<file path="src/rtl/darkmem_arb.sv">
// darkmem_arb: shares one single-port RAM between fetch and data ports, one access at a time; ack 2 (write) or LAT+2 (read) cycles after the request is sampled.
// The losing requester holds REQ until its ACK; define DARKMEM_ARB_RR_EN for round-robin ties, otherwise the data port wins.
module darkmem_arb #(
  parameter int AW  = 9,
  parameter int LAT = 1
) (
  input  logic          XCLK,
  input  logic          XRES,
  input  logic          I_REQ,
  input  logic [31:0]   I_ADDR,
  output logic          I_ACK,
  output logic [31:0]   I_RDATA,
  input  logic          D_REQ,
  input  logic          D_RW,
  input  logic [31:0]   D_ADDR,
  input  logic [31:0]   D_WDATA,
  input  logic [3:0]    D_BE,
  output logic          D_ACK,
  output logic [31:0]   D_RDATA,
  output logic          M_EN,
  output logic [3:0]    M_WE,
  output logic [AW-1:0] M_ADDR,
  output logic [31:0]   M_WDATA,
  input  logic [31:0]   M_RDATA
);

  typedef enum logic [2:0] {S_IDLE, S_ISSUE, S_WAIT, S_CAPT, S_DONE} state_t;

  localparam logic [1:0] WAIT_INIT = 2'((LAT > 1) ? LAT - 2 : 0);

  state_t     state;
  logic       sel_d;
  logic       sel_wr;
  logic [1:0] wait_cnt;
  logic       grant_d;

  // Byte-offset bits and bits above the RAM depth alias onto the same word.
  logic unused_addr_bits;
  assign unused_addr_bits = ^{I_ADDR[31:AW+2], I_ADDR[1:0], D_ADDR[31:AW+2], D_ADDR[1:0]};

`ifdef DARKMEM_ARB_RR_EN
  logic last_d;
  assign grant_d = D_REQ & (~I_REQ | ~last_d);
`else
  assign grant_d = D_REQ;
`endif

  always_ff @(posedge XCLK or posedge XRES) begin
    if (XRES) begin
      state    <= S_IDLE;
      sel_d    <= 1'b0;
      sel_wr   <= 1'b0;
      wait_cnt <= 2'd0;
      I_ACK    <= 1'b0;
      D_ACK    <= 1'b0;
      I_RDATA  <= 32'd0;
      D_RDATA  <= 32'd0;
      M_EN     <= 1'b0;
      M_WE     <= 4'd0;
      M_ADDR   <= '0;
      M_WDATA  <= 32'd0;
`ifdef DARKMEM_ARB_RR_EN
      last_d   <= 1'b1;
`endif
    end else begin
      M_EN  <= 1'b0;
      M_WE  <= 4'd0;
      I_ACK <= 1'b0;
      D_ACK <= 1'b0;
      case (state)
        S_IDLE: begin
          if (I_REQ || D_REQ) begin
            // Strobes are launched here so they are visible during ISSUE.
            sel_d  <= grant_d;
            sel_wr <= grant_d & D_RW;
            M_EN   <= 1'b1;
            M_ADDR <= grant_d ? D_ADDR[AW+1:2] : I_ADDR[AW+1:2];
            M_WE   <= (grant_d && D_RW) ? D_BE : 4'd0;
            if (grant_d) M_WDATA <= D_WDATA;
`ifdef DARKMEM_ARB_RR_EN
            last_d <= grant_d;
`endif
            state  <= S_ISSUE;
          end
        end
        S_ISSUE: begin
          if (sel_wr) begin
            D_ACK <= 1'b1;
            state <= S_DONE;
          end else if (LAT > 1) begin
            wait_cnt <= WAIT_INIT;
            state    <= S_WAIT;
          end else begin
            state <= S_CAPT;
          end
        end
        S_WAIT: begin
          if (wait_cnt == 2'd0) state <= S_CAPT;
          else wait_cnt <= wait_cnt - 2'd1;
        end
        S_CAPT: begin
          if (sel_d) begin
            D_RDATA <= M_RDATA;
            D_ACK   <= 1'b1;
          end else begin
            I_RDATA <= M_RDATA;
            I_ACK   <= 1'b1;
          end
          state <= S_DONE;
        end
        S_DONE:  state <= S_IDLE;
        default: state <= S_IDLE;
      endcase
    end
  end

endmodule
</file>
<file path="config.mk">
export PLATFORM = sky130hd
export DESIGN_NAME = darkmem_arb
export DESIGN_NICKNAME = d
export VERILOG_FILES = /design/src/rtl/darkmem_arb.sv
export SDC_FILE = /design/constraint.sdc
export NUM_CORES = 1
export LEC_CHECK = 0
export CORE_ASPECT_RATIO = 0.7
export CORE_UTILIZATION = 39
export CTS_CLUSTER_SIZE = 25
export DETAILED_ROUTE_END_ITERATION = 6
export GPL_TIMING_DRIVEN = 0
export PLACE_DENSITY_LB_ADDON = 0.1
export RECOVER_POWER = 25
export SLEW_MARGIN = 10
export SYNTH_ARGS = -nofsm -noshare
export SYNTH_HDL_FRONTEND = slang
export SYNTH_SLANG_ARGS = --single-unit
</file>
<file path="constraint.sdc">
create_clock -name XCLK -period 4.8 [get_ports XCLK]
set_clock_uncertainty 0.15 [all_clocks]
set_input_delay 0.48 -clock XCLK [delete_from_list [all_inputs] [get_ports XCLK]]
set_output_delay 0.48 -clock XCLK [all_outputs]
set_load 0.005 [all_outputs]
</file>
==> results.json <==
{
  "status": "finished with violations",
  "failed_checks": "capacitance limit, slew limit",
  "portBuffers": 202,
  "synthArstFlopShare": 1.00,
  "cap_violations": 1,
  "timing.critical_path.to_type": "asynchronous set/reset pin",
  "postCtsSetupRepairBufs": 0,
  "setup_slack_ns": 2.38,
  "path_buf_inv": 3,
  "worstHoldEndpoint": "I_RDATA[28]",
  "syn_area_um2": 4560,
  "clkPwrFrac": 0.258,
  "place_congestion": 0.703,
  "nNetsFinal": 635,
  "p_leak_nw": 3.09,
  "placedCellCount": 631,
  "p_sw_mw": 1.25,
  "ys_warn_count": 0,
  "arrival_ns": 2.82,
  "comb_power_share": 0.388,
  "antenna_found_initial": 0,
  "power_frac_seq": 0.354,
  "synth_edf_count": 0,
  "start_util": 0.406,
  "drv_slew": 51,
  "grt_pass1_vias": 3321,
  "final-setup-viol-count": 0,
  "wl_met3_um": 772,
  "total_power_mw": 4.93,
  "ir_worst_vdd_v": 0.000332,
  "routed_wl_mm": 10.4,
  "stdcell_count": 663,
  "cp.required_ns": 5.20,
  "crit_type": "in -> async",
  "min_path_type": "reg -> reg",
  "rr_endpoint": "M_WDATA[20]",
  "numCtsBuffers": 17,
  "synth_ff_type": "dfrtp_1",
  "via_count": 3072,
  "tightest_slew_ns": 2.35,
  "grt_max_degree": 70,
  "grt-ovfl-total": 0,
  "rsz0062_at_grt": "false",
  "drive_above_1_share": 0.312,
  "antenna_cells": 0,
  "crit_fanout": 69,
  "switching_share": 0.254,
  "ff2ff_setup_slack_ns": 2.76,
  "period_needed_ns": 2.42,
  "grt_pass1_wl_mm": 17.0,
  "seq_area_frac_synth": 0.654,
  "drc_errors": 0,
  "wl_per_cell_um": 15.6,
  "holdWs_ns": 0.349,
  "cpMaxStageDelayCell": "clkinvlp_2",
  "start_kind": "primary input",
  "fp.dieW_um": 131,
  "slowest_delay_ns": 1.34,
  "cts.repair.resized": 0,
  "core-area_um2": 11200,
  "pre_cts_slack_ns": 2.36,
  "synth_cells": 275,
  "drt-initial-drc-count": 86,
  "worstReg2RegStart": "state[1]",
  "met2_length_mm": 4.99,
  "critPathTopFamily": "buffers and inverters",
  "reg2reg_depth": 6,
  "hold_violations": 0,
  "clockBufferDepth": 2,
  "synth.avg_cell_area_um2": 16.6,
  "max_freq_mhz": 413,
  "clkLatencyLatePin_ns": 0.39,
  "boundaryPins": 249,
  "die_h_um": 92.4,
  "path_clk_slew_ns": 0.05,
  "hold_start": "I_RDATA[28]",
  "dr.pass1.iters": 4,
  "rows": 32,
  "ctsHoldBuffers": 0,
  "holdPathStages": 1,
  "fin_crit_sh": 0.505,
  "ys_seq_elements": 119,
  "drt-met1-wl_mm": 4.53,
  "syn_nets": 413,
  "vias_per_cell": 4.63,
  "synth_cell_types": 26,
  "p_per_area_nw_per_um2": 666,
  "intPower_mw": 3.68,
  "cts_max_level": 4,
  "syn2layout_area_growth_pct": 62.5,
  "maxUsedRoutingLayer": "met4",
  "grt.total_usage": 0.183,
  "dpl.hpwl_mm": 7.46,
  "cts.sink_count": 119,
  "ant_nets": 0,
  "fin_util": 0.660,
  "path_cells": "dlygate4sd3_1 -> clkinvlp_2 -> buf_16",
  "relSlewSlack": -0.572,
  "die_area_um2": 12100,
  "cts_root_buffer": "clkbuf_16",
  "cts_tree": "done"
}
## through the flow
stage                     instance area [um^2]  setup TNS, ns
after floorplan                           4560              0
after global placement                    6770         -77.95
after detailed placement                  6800              0
after CTS                                 7410              0
after global routing                      7400              0
final                                     7400              0
## worst max path at each step
stage                     startpoint     endpoint  cells after the start
after floorplan                 XRES        D_ACK                      1
after global placement          XRES  I_RDATA[17]                      2
after detailed placement       D_REQ    M_ADDR[0]                      5
after CTS                   state[1]  M_WDATA[20]                      6
after global routing            XRES     state[2]                      2
final                           XRES  I_RDATA[17]                      3
## power groups by stage
stage               clock network (mW)  logic, mW  registers (mW)
floorplan                            0      0.711            1.78
global placement                     0       1.91            1.73
detailed placement                   0       1.94            1.76
CTS                               1.31       1.95            1.75
global route                      1.35       2.05            1.81
finish                            1.27       1.91            1.74
## layer usage
metal	up-vias	GRT usage
li1	1428	-
met1	1523	0.226
met2	115	0.299
met3	6	0.0640
met4	0	0.0647
met5	-	0
## synthesized netlist by cell type, drive strengths merged (2+ instances only)
cell,instances,area (um^2)
o21ai,2,10.0
inv,4,15.0
mux2i,2,20.0
and3,4,25.0
dfrtp,119,2980
buf,12,93.8
nor2,4,15.0
mux2,114,1280
## flip-flops by register name, indices dropped and copies added (netlist names), 2 cells and up
signal    flops
D_RDATA      32
I_RDATA      32
M_ADDR        9
M_WDATA      32
M_WE          4
state         3
wait_cnt      2
## kinds of logic (layout without fill, tap and decap cells)
kind of cell,Yosys count,count (layout),synth area share
xor gates and xnor gates,1,1,0.00192
buffers and inverters,17,252,0.0250
and+or+nand+nor,15,15,0.0220
DFF,119,119,0.654
AOI/OAI and AO/OA,6,6,0.00851
adders and majority gates,1,1,0.00275
muxes,116,116,0.286
## layout make-up
cell class | count | area, um^2
sequential | 119 | 2980
timing repair buffer | 203 | 2050
fill | 846 | 3810
multi-input combinational | 139 | 1460
buffer | 13 | 97.6
inverter | 4 | 16.3
clock inverter | 12 | 151
tap | 153 | 191
clock buffer | 20 | 457
## placed cells by master (no fill, tap or decap)
master	n
clkdlybuf4s50_1	201
dfrtp_1	119
mux2_2	113
clkbuf_16	17
buf_2	6
buf_6	5
clkinvlp_4	5
nor2_1	4
and3_1	4
inv_1	3
clkinv_2	3
bufinv_16	3
clkbuf_1	2
mux2i_1	2
clkbuf_8	2
nor3_1	1
and2_1	1
buf_4	1
mux2_1	1
o21ai_1	1
nand4b_1	1
nand2b_1	1
nor3b_4	1
clkinvlp_2	1
nor4b_1	1
a22o_1	1
a21o_1	1
xnor2_1	1
nor2b_1	1
a22oi_1	1
o21ai_0	1
a21oi_1	1
ha_1	1
clkinv_4	1
dlygate4sd3_1	1
buf_16	1
Note: power is estimated with default switching activity, not from simulation.
